## src/rtl/tl_client_arbiter.sv

```systemverilog
// tl_client_arbiter: merges two TileLink-UL client A channels onto one port and
// routes D responses back by source bit 2, limiting outstanding messages per client.
`default_nettype none

module tl_client_arbiter #(
   parameter int MAX_INFLIGHT = 4,
   parameter int BEAT_BYTES   = 8
) (
   input  logic                    clock,
   input  logic                    reset,
   input  logic                    in0_a_valid,
   input  logic [2:0]              in0_a_bits_opcode,
   input  logic [2:0]              in0_a_bits_param,
   input  logic [2:0]              in0_a_bits_size,
   input  logic [1:0]              in0_a_bits_source,
   input  logic [30:0]             in0_a_bits_address,
   input  logic [BEAT_BYTES-1:0]   in0_a_bits_mask,
   input  logic [BEAT_BYTES*8-1:0] in0_a_bits_data,
   input  logic                    in0_a_bits_corrupt,
   output logic                    in0_a_ready,
   output logic                    in0_d_valid,
   output logic [2:0]              in0_d_bits_opcode,
   output logic [2:0]              in0_d_bits_size,
   output logic [1:0]              in0_d_bits_source,
   output logic [BEAT_BYTES*8-1:0] in0_d_bits_data,
   input  logic                    in0_d_ready,
   input  logic                    in1_a_valid,
   input  logic [2:0]              in1_a_bits_opcode,
   input  logic [2:0]              in1_a_bits_param,
   input  logic [2:0]              in1_a_bits_size,
   input  logic [1:0]              in1_a_bits_source,
   input  logic [30:0]             in1_a_bits_address,
   input  logic [BEAT_BYTES-1:0]   in1_a_bits_mask,
   input  logic [BEAT_BYTES*8-1:0] in1_a_bits_data,
   input  logic                    in1_a_bits_corrupt,
   output logic                    in1_a_ready,
   output logic                    in1_d_valid,
   output logic [2:0]              in1_d_bits_opcode,
   output logic [2:0]              in1_d_bits_size,
   output logic [1:0]              in1_d_bits_source,
   output logic [BEAT_BYTES*8-1:0] in1_d_bits_data,
   input  logic                    in1_d_ready,
   output logic                    out_a_valid,
   output logic [2:0]              out_a_bits_opcode,
   output logic [2:0]              out_a_bits_param,
   output logic [2:0]              out_a_bits_size,
   output logic [2:0]              out_a_bits_source,
   output logic [30:0]             out_a_bits_address,
   output logic [BEAT_BYTES-1:0]   out_a_bits_mask,
   output logic [BEAT_BYTES*8-1:0] out_a_bits_data,
   output logic                    out_a_bits_corrupt,
   input  logic                    out_a_ready,
   input  logic                    out_d_valid,
   input  logic [2:0]              out_d_bits_opcode,
   input  logic [2:0]              out_d_bits_size,
   input  logic [2:0]              out_d_bits_source,
   input  logic [BEAT_BYTES*8-1:0] out_d_bits_data,
   output logic                    out_d_ready
);

   typedef enum logic [0:0] {S_IDLE = 1'b0, S_LOCKED = 1'b1} state_t;

   state_t          state_q;
   logic            rr_q, owner_q, hold_q, hold_sel_q;
   logic [3:0]      remaining_q;
   logic [1:0][2:0] inflight_q;
   logic [1:0][3:0] dcnt_q;

   logic       elig0, elig1, sel, a_any, a_fire, first_fire;
   logic [3:0] a_beats_m1, d_beats_m1;
   logic       d_sel, d_fire, d_last;

   // Beats minus one, so a size-7 burst (16 beats) still fits four bits.
   function automatic logic [3:0] beats_m1(input logic [2:0] size, input logic has_data);
      if (has_data && size > 3'd3)
         return 4'((5'd1 << (size - 3'd3)) - 5'd1);
      return 4'd0;
   endfunction

   always_comb begin
      elig0 = in0_a_valid && (inflight_q[0] < 3'(MAX_INFLIGHT));
      elig1 = in1_a_valid && (inflight_q[1] < 3'(MAX_INFLIGHT));
      sel   = 1'b0;
      a_any = 1'b0;
      if (state_q == S_LOCKED) begin
         sel   = owner_q;
         a_any = owner_q ? in1_a_valid : in0_a_valid;
      end else if (hold_q && (hold_sel_q ? in1_a_valid : in0_a_valid)) begin
         // A stalled grant keeps its winner even if the other side became eligible.
         sel   = hold_sel_q;
         a_any = 1'b1;
      end else begin
         sel   = (elig0 && elig1) ? rr_q : elig1;
         a_any = elig0 || elig1;
      end
   end

   assign out_a_valid        = a_any && !reset;
   assign out_a_bits_opcode  = sel ? in1_a_bits_opcode  : in0_a_bits_opcode;
   assign out_a_bits_param   = sel ? in1_a_bits_param   : in0_a_bits_param;
   assign out_a_bits_size    = sel ? in1_a_bits_size    : in0_a_bits_size;
   assign out_a_bits_source  = {sel, sel ? in1_a_bits_source : in0_a_bits_source};
   assign out_a_bits_address = sel ? in1_a_bits_address : in0_a_bits_address;
   assign out_a_bits_mask    = sel ? in1_a_bits_mask    : in0_a_bits_mask;
   assign out_a_bits_data    = sel ? in1_a_bits_data    : in0_a_bits_data;
   assign out_a_bits_corrupt = sel ? in1_a_bits_corrupt : in0_a_bits_corrupt;
   assign in0_a_ready        = out_a_valid && !sel && out_a_ready;
   assign in1_a_ready        = out_a_valid &&  sel && out_a_ready;

   assign a_fire     = out_a_valid && out_a_ready;
   assign first_fire = a_fire && (state_q == S_IDLE);
   assign a_beats_m1 = beats_m1(out_a_bits_size, out_a_bits_opcode[2:1] == 2'b00);

   assign d_sel             = out_d_bits_source[2];
   assign in0_d_valid       = out_d_valid && !d_sel && !reset;
   assign in1_d_valid       = out_d_valid &&  d_sel && !reset;
   assign in0_d_bits_opcode = out_d_bits_opcode;
   assign in1_d_bits_opcode = out_d_bits_opcode;
   assign in0_d_bits_size   = out_d_bits_size;
   assign in1_d_bits_size   = out_d_bits_size;
   assign in0_d_bits_source = out_d_bits_source[1:0];
   assign in1_d_bits_source = out_d_bits_source[1:0];
   assign in0_d_bits_data   = out_d_bits_data;
   assign in1_d_bits_data   = out_d_bits_data;
   assign out_d_ready       = !reset && (d_sel ? in1_d_ready : in0_d_ready);

   assign d_fire     = out_d_valid && out_d_ready;
   assign d_beats_m1 = beats_m1(out_d_bits_size, out_d_bits_opcode == 3'd1);
   assign d_last     = d_fire && (dcnt_q[d_sel] == d_beats_m1);

   always_ff @(posedge clock or posedge reset) begin
      if (reset) begin
         state_q     <= S_IDLE;
         rr_q        <= 1'b0;
         owner_q     <= 1'b0;
         hold_q      <= 1'b0;
         hold_sel_q  <= 1'b0;
         remaining_q <= 4'd0;
         inflight_q  <= '0;
         dcnt_q      <= '0;
      end else begin
         hold_q     <= out_a_valid && !out_a_ready && (state_q == S_IDLE);
         hold_sel_q <= sel;
         if (first_fire) begin
            rr_q <= !sel;
            if (a_beats_m1 != 4'd0) begin
               state_q     <= S_LOCKED;
               owner_q     <= sel;
               remaining_q <= a_beats_m1;
            end
         end else if (a_fire) begin
            remaining_q <= remaining_q - 4'd1;
            if (remaining_q == 4'd1)
               state_q <= S_IDLE;
         end
         if (d_fire)
            dcnt_q[d_sel] <= d_last ? 4'd0 : dcnt_q[d_sel] + 4'd1;
         for (int k = 0; k < 2; k++) begin
            if (first_fire && (sel == 1'(k)) && !(d_last && (d_sel == 1'(k))))
               inflight_q[k] <= inflight_q[k] + 3'd1;
            else if (d_last && (d_sel == 1'(k)) && !(first_fire && (sel == 1'(k)))
                     && (inflight_q[k] != 3'd0))
               inflight_q[k] <= inflight_q[k] - 3'd1;
         end
      end
   end

endmodule

`default_nettype wire

```

## config.mk

```make
export PLATFORM = sky130hd
export DESIGN_NAME = tl_client_arbiter
export DESIGN_NICKNAME = d
export VERILOG_FILES = /design/src/rtl/tl_client_arbiter.sv
export SDC_FILE = /design/constraint.sdc
export NUM_CORES = 1
export LEC_CHECK = 0
export ABC_AREA = 1
export CAP_MARGIN = 20
export CORE_AREA = 2 2 224 226
export CTS_BUF_LIST = sky130_fd_sc_hd__clkbuf_4
export CTS_CLUSTER_SIZE = 25
export DETAILED_ROUTE_END_ITERATION = 10
export DIE_AREA = 0 0 226 228
export PLACE_DENSITY = 0.33
export SYNTH_ARGS = -nofsm -noshare
export SYNTH_HDL_FRONTEND = slang
export SYNTH_SLANG_ARGS = --single-unit
export TNS_END_PERCENT = 100
```

## constraint.sdc

```tcl
create_clock -name clock -period 2.6 [get_ports clock]
set_input_delay 0.65 -clock clock [delete_from_list [all_inputs] [get_ports clock]]
set_output_delay 0.65 -clock clock [all_outputs]
set_load 0.01 [all_outputs]
```

==> out/results.tsv <==
stage	metric	value	unit
global_route	initial antenna violation count	6	
outcome	failing checks	negative setup slack	
sta	Worst slew margin	0.808	
clock_tree	root buf cell	clkbuf_4	
global_route	gr usage total	0.128	
layout	most frequent cells in the layout	250 x clkdlybuf4s50_1, 178 x nand2_1, 157 x nand2_2	
power_and_ir_drop	switching part of the total power	0.457	
synthesis	post-synthesis net count	1089	
sta	WHS	497	ps
worst_hold_path	min-delay worst type	flop to flop	
worst_setup_path	crit path capture type	primary output	
place	Detailed Place HPWL	26600	microns
clock_tree	CTS tree	yes	
global_route	first-pass GRT wire length	46600	microns
worst_setup_path	slowest CP cell	dfrtp_1	
clock_tree	clk_lat worst skew	310	ps
clock_tree	deepest clock path buffer count	2	
clock_tree	Num Clock Sinks	23	
global_route	largest net degree at the start of global routing	16	
run	number of max-cap violations	0	
layout	Storage cell area	576	sq um
sta	RSZ-0062 raised after global routing	true	
worst_setup_path	CP startpoint kind	flop	
layout	layout cell share with drive strength beyond 1	0.523	
synthesis	Synth area leader	nand2_1	
place	dpl ws	-949	ps
detailed_routing	WL per Instance	18.7	microns
worst_setup_path	critical path buffer and inverter count	9	
layout	fill cell count	5550	
die	Top Ports	577	
die	die area	0.0515	sq mm
synthesis	post-synth cell types	30	
sta	clock skew	7.89	ps
sta	# setup viols final	112	
detailed_routing	DR DRC count	0	
power_and_ir_drop	Sequential Power Share	0.047	
synthesis	Synth Warn #	0	
power_and_ir_drop	cell internal pwr	7.35	mW
place	GP Congestion	0.855	
clock_tree	CTS H-tree lvls	1	
detailed_routing	DRT iter0 DRCs	149	
layout	commonest non-fill, non-tap cell in the layout	clkdlybuf4s50_1	
die	Chip Height	228	microns
sta	PnR worst setup slack	-206	ps
worst_setup_path	CP Max Fanout	6	
clock_tree	clock slew at reported path FFs	130	ps
synthesis	Post-synth EDFFs	0	
detailed_routing	length of the first detailed-routing pass in iterations	4	
die	chip width	226	microns
sta	Final Hold Vio Count	0	
worst_setup_path	Arr. time, crit path	2160	ps
detailed_routing	post-route ant nets	0	
synthesis	largest cells by area after synthesis	nand2_1 38%, buf_4 26%, dfrtp_1 14%	
synthesis	Main synth FF type	dfrtp_1	
clock_tree	number of buffers created by CTS	3	
power_and_ir_drop	Psw	6.19	mW
layout	final std cells w/o fill	1842	
worst_setup_path	CP peak stage delay	420	ps
power_and_ir_drop	Tot Pwr	13.5	mW
place	Placed Cells	1745	
power_and_ir_drop	power density over the cells	1210	mW/mm^2
synthesis	Synth Instances	770	
layout	final instance area	0.0112	sq mm
synthesis	asr flop ratio synth	1.00	
synthesis	#FFs+latches synth	23	
layout	Finished Core Util	0.227	
layout	NumNets Final	1488	
sta	Final min period	2810	ps
detailed_routing	drt total wl	34500	microns
sta	Peak Freq	356	MHz
sta	final critical-path share of the clock period	1.08	
sta	setup tns final	-9140	ps
synthesis	Synth Area per Inst	5.43	sq um
worst_setup_path	Critical Path RT	1950	ps
synthesis	share of the synthesized area in the top cell type	0.382	
worst_setup_path	critical path class	flop to primary output	
global_route	vias in the first global route	6259	
clock_tree	hold buffers post-CTS	0	
place	DP Area	0.00856	sq mm
power_and_ir_drop	Comb power frac	0.940	
die	core area	0.0493	sq mm
sta	max-slew violations	0	
power_and_ir_drop	VDD IR max	506	uV
layout	Multi-input gate area	0.00348	sq mm
detailed_routing	vias	6040	
power_and_ir_drop	Pleak	5.37	nW
layout	Layout area overhead	168	%
synthesis	Synth Cell Area	0.00418	sq mm
outcome	outcome	complete, but fails checks	
worst_setup_path	family with the most delay on the worst path	buffers and inverters	
worst_setup_path	critical-path cell list	inv_2 -> nand2_2 -> inv_2 -> nand2_2 -> inv_2 -> nand2_2 -> nand2_4 -> nand2_8 -> buf_12 -> buf_12 -> buf_16 -> buf_8 -> buf_12 -> nand2_2 -> nand2_2 -> buf_6	
die	initial core utilization	0.0847	
die	Rows	82	
power_and_ir_drop	Clk network pwr share	0.013	
detailed_routing	Vias/cell	3.28	
global_route	Remaining Overflow, GRT	0	
worst_setup_path	most frequent CP cell	nand2_2	
place	I/O Buffers	378	
synthesis	register area share after synthesis	0.138	
sta	Worst Tran Pin Value	288	ps
[metal layers]
layer	GRT usage	routed length [microns]	vias to the layer above
met5	0.00759	100	-
met4	0.0161	516	10
met3	0.0572	3500	31
met2	0.223	17100	329
met1	0.146	13300	2673
li1	-	-	2997
[sequential cells by signal, summed over array words and instances, names as in the netlist]
name         count
state_q          1
rr_q             1
owner_q          1
dcnt_q           8
remaining_q      4
hold_sel_q       1
hold_q           1
inflight_q       6
[power groups by stage]
stage	clock, mW	sequential [mW]	combinational, mW
3_5_place_dp	0	0.635	7.74
3_3_place_gp	0	0.635	7.71
5_1_grt	0.207	0.657	13.6
6_report	0.181	0.633	12.7
4_1_cts	0.195	0.628	11.4
2_1_floorplan	0	0.611	3.00
[final cells by class]
type | instances | area share
sequential | 23 | 0.0514
inverter | 49 | 0.0199
multi-input combinational | 528 | 0.311
antenna | 2 | 0.000447
clock buffer | 4 | 0.00268
timing repair buffer | 564 | 0.540
tap | 672 | 0.0751
[what timing repair did]
| item | CTS | global route |
|---|---|---|
| setup endpoints to repair | 132 | 127 |
| gates cloned | 15 | 3 |
| gates resized for setup | 735 | 253 |
| pin swaps | 64 | 52 |
| setup buffers | 53 | 27 |
[final timing paths]
path                                            from                   endpoint  slack (ps)  cells past startpoint
max in group asynchronous                      reset        owner_q$_DFFE_PP0P_        1720                      3
min in group asynchronous                      reset      dcnt_q[5]$_DFFE_PP0P_         650                      3
max                        inflight_q[5]$_DFFE_PP0P_        out_a_bits_data[23]        -210                     16
min reg2reg                    dcnt_q[7]$_DFFE_PP0P_      dcnt_q[7]$_DFFE_PP0P_         500                      2
max reg2reg                inflight_q[5]$_DFFE_PP0P_  inflight_q[2]$_DFFE_PP0P_          60                     18
min                            dcnt_q[7]$_DFFE_PP0P_      dcnt_q[7]$_DFFE_PP0P_         500                      2
[cell families after synthesis]
| group | synth area share |
|---|---|
| and+or+nand+nor | 0.464 |
| buffers and inverters | 0.330 |
| xor gates and xnor gates | 0.00838 |
| adders and majority gates | 0.0275 |
| DFF | 0.138 |
| AOI/OAI and AO/OA | 0.0323 |
[synthesized netlist by cell type, types with 6 or more instances]
cell type and n:
inv_1 45, buf_1 10, buf_4 145, nand3_1 31, o21ai_0 13, nand2_1 425
ha_1 6, dfrtp_1 23, nor2_1 15, clkbuf_1 11, nand4_1 6
[worst min-delay path: cells and delay by family (launching register included)]
kind            cells  cell delay, ps
compound gates      1              50
simple gates        1              50
flops               1             370
No activity file was read; power rests on OpenSTA's default activity.
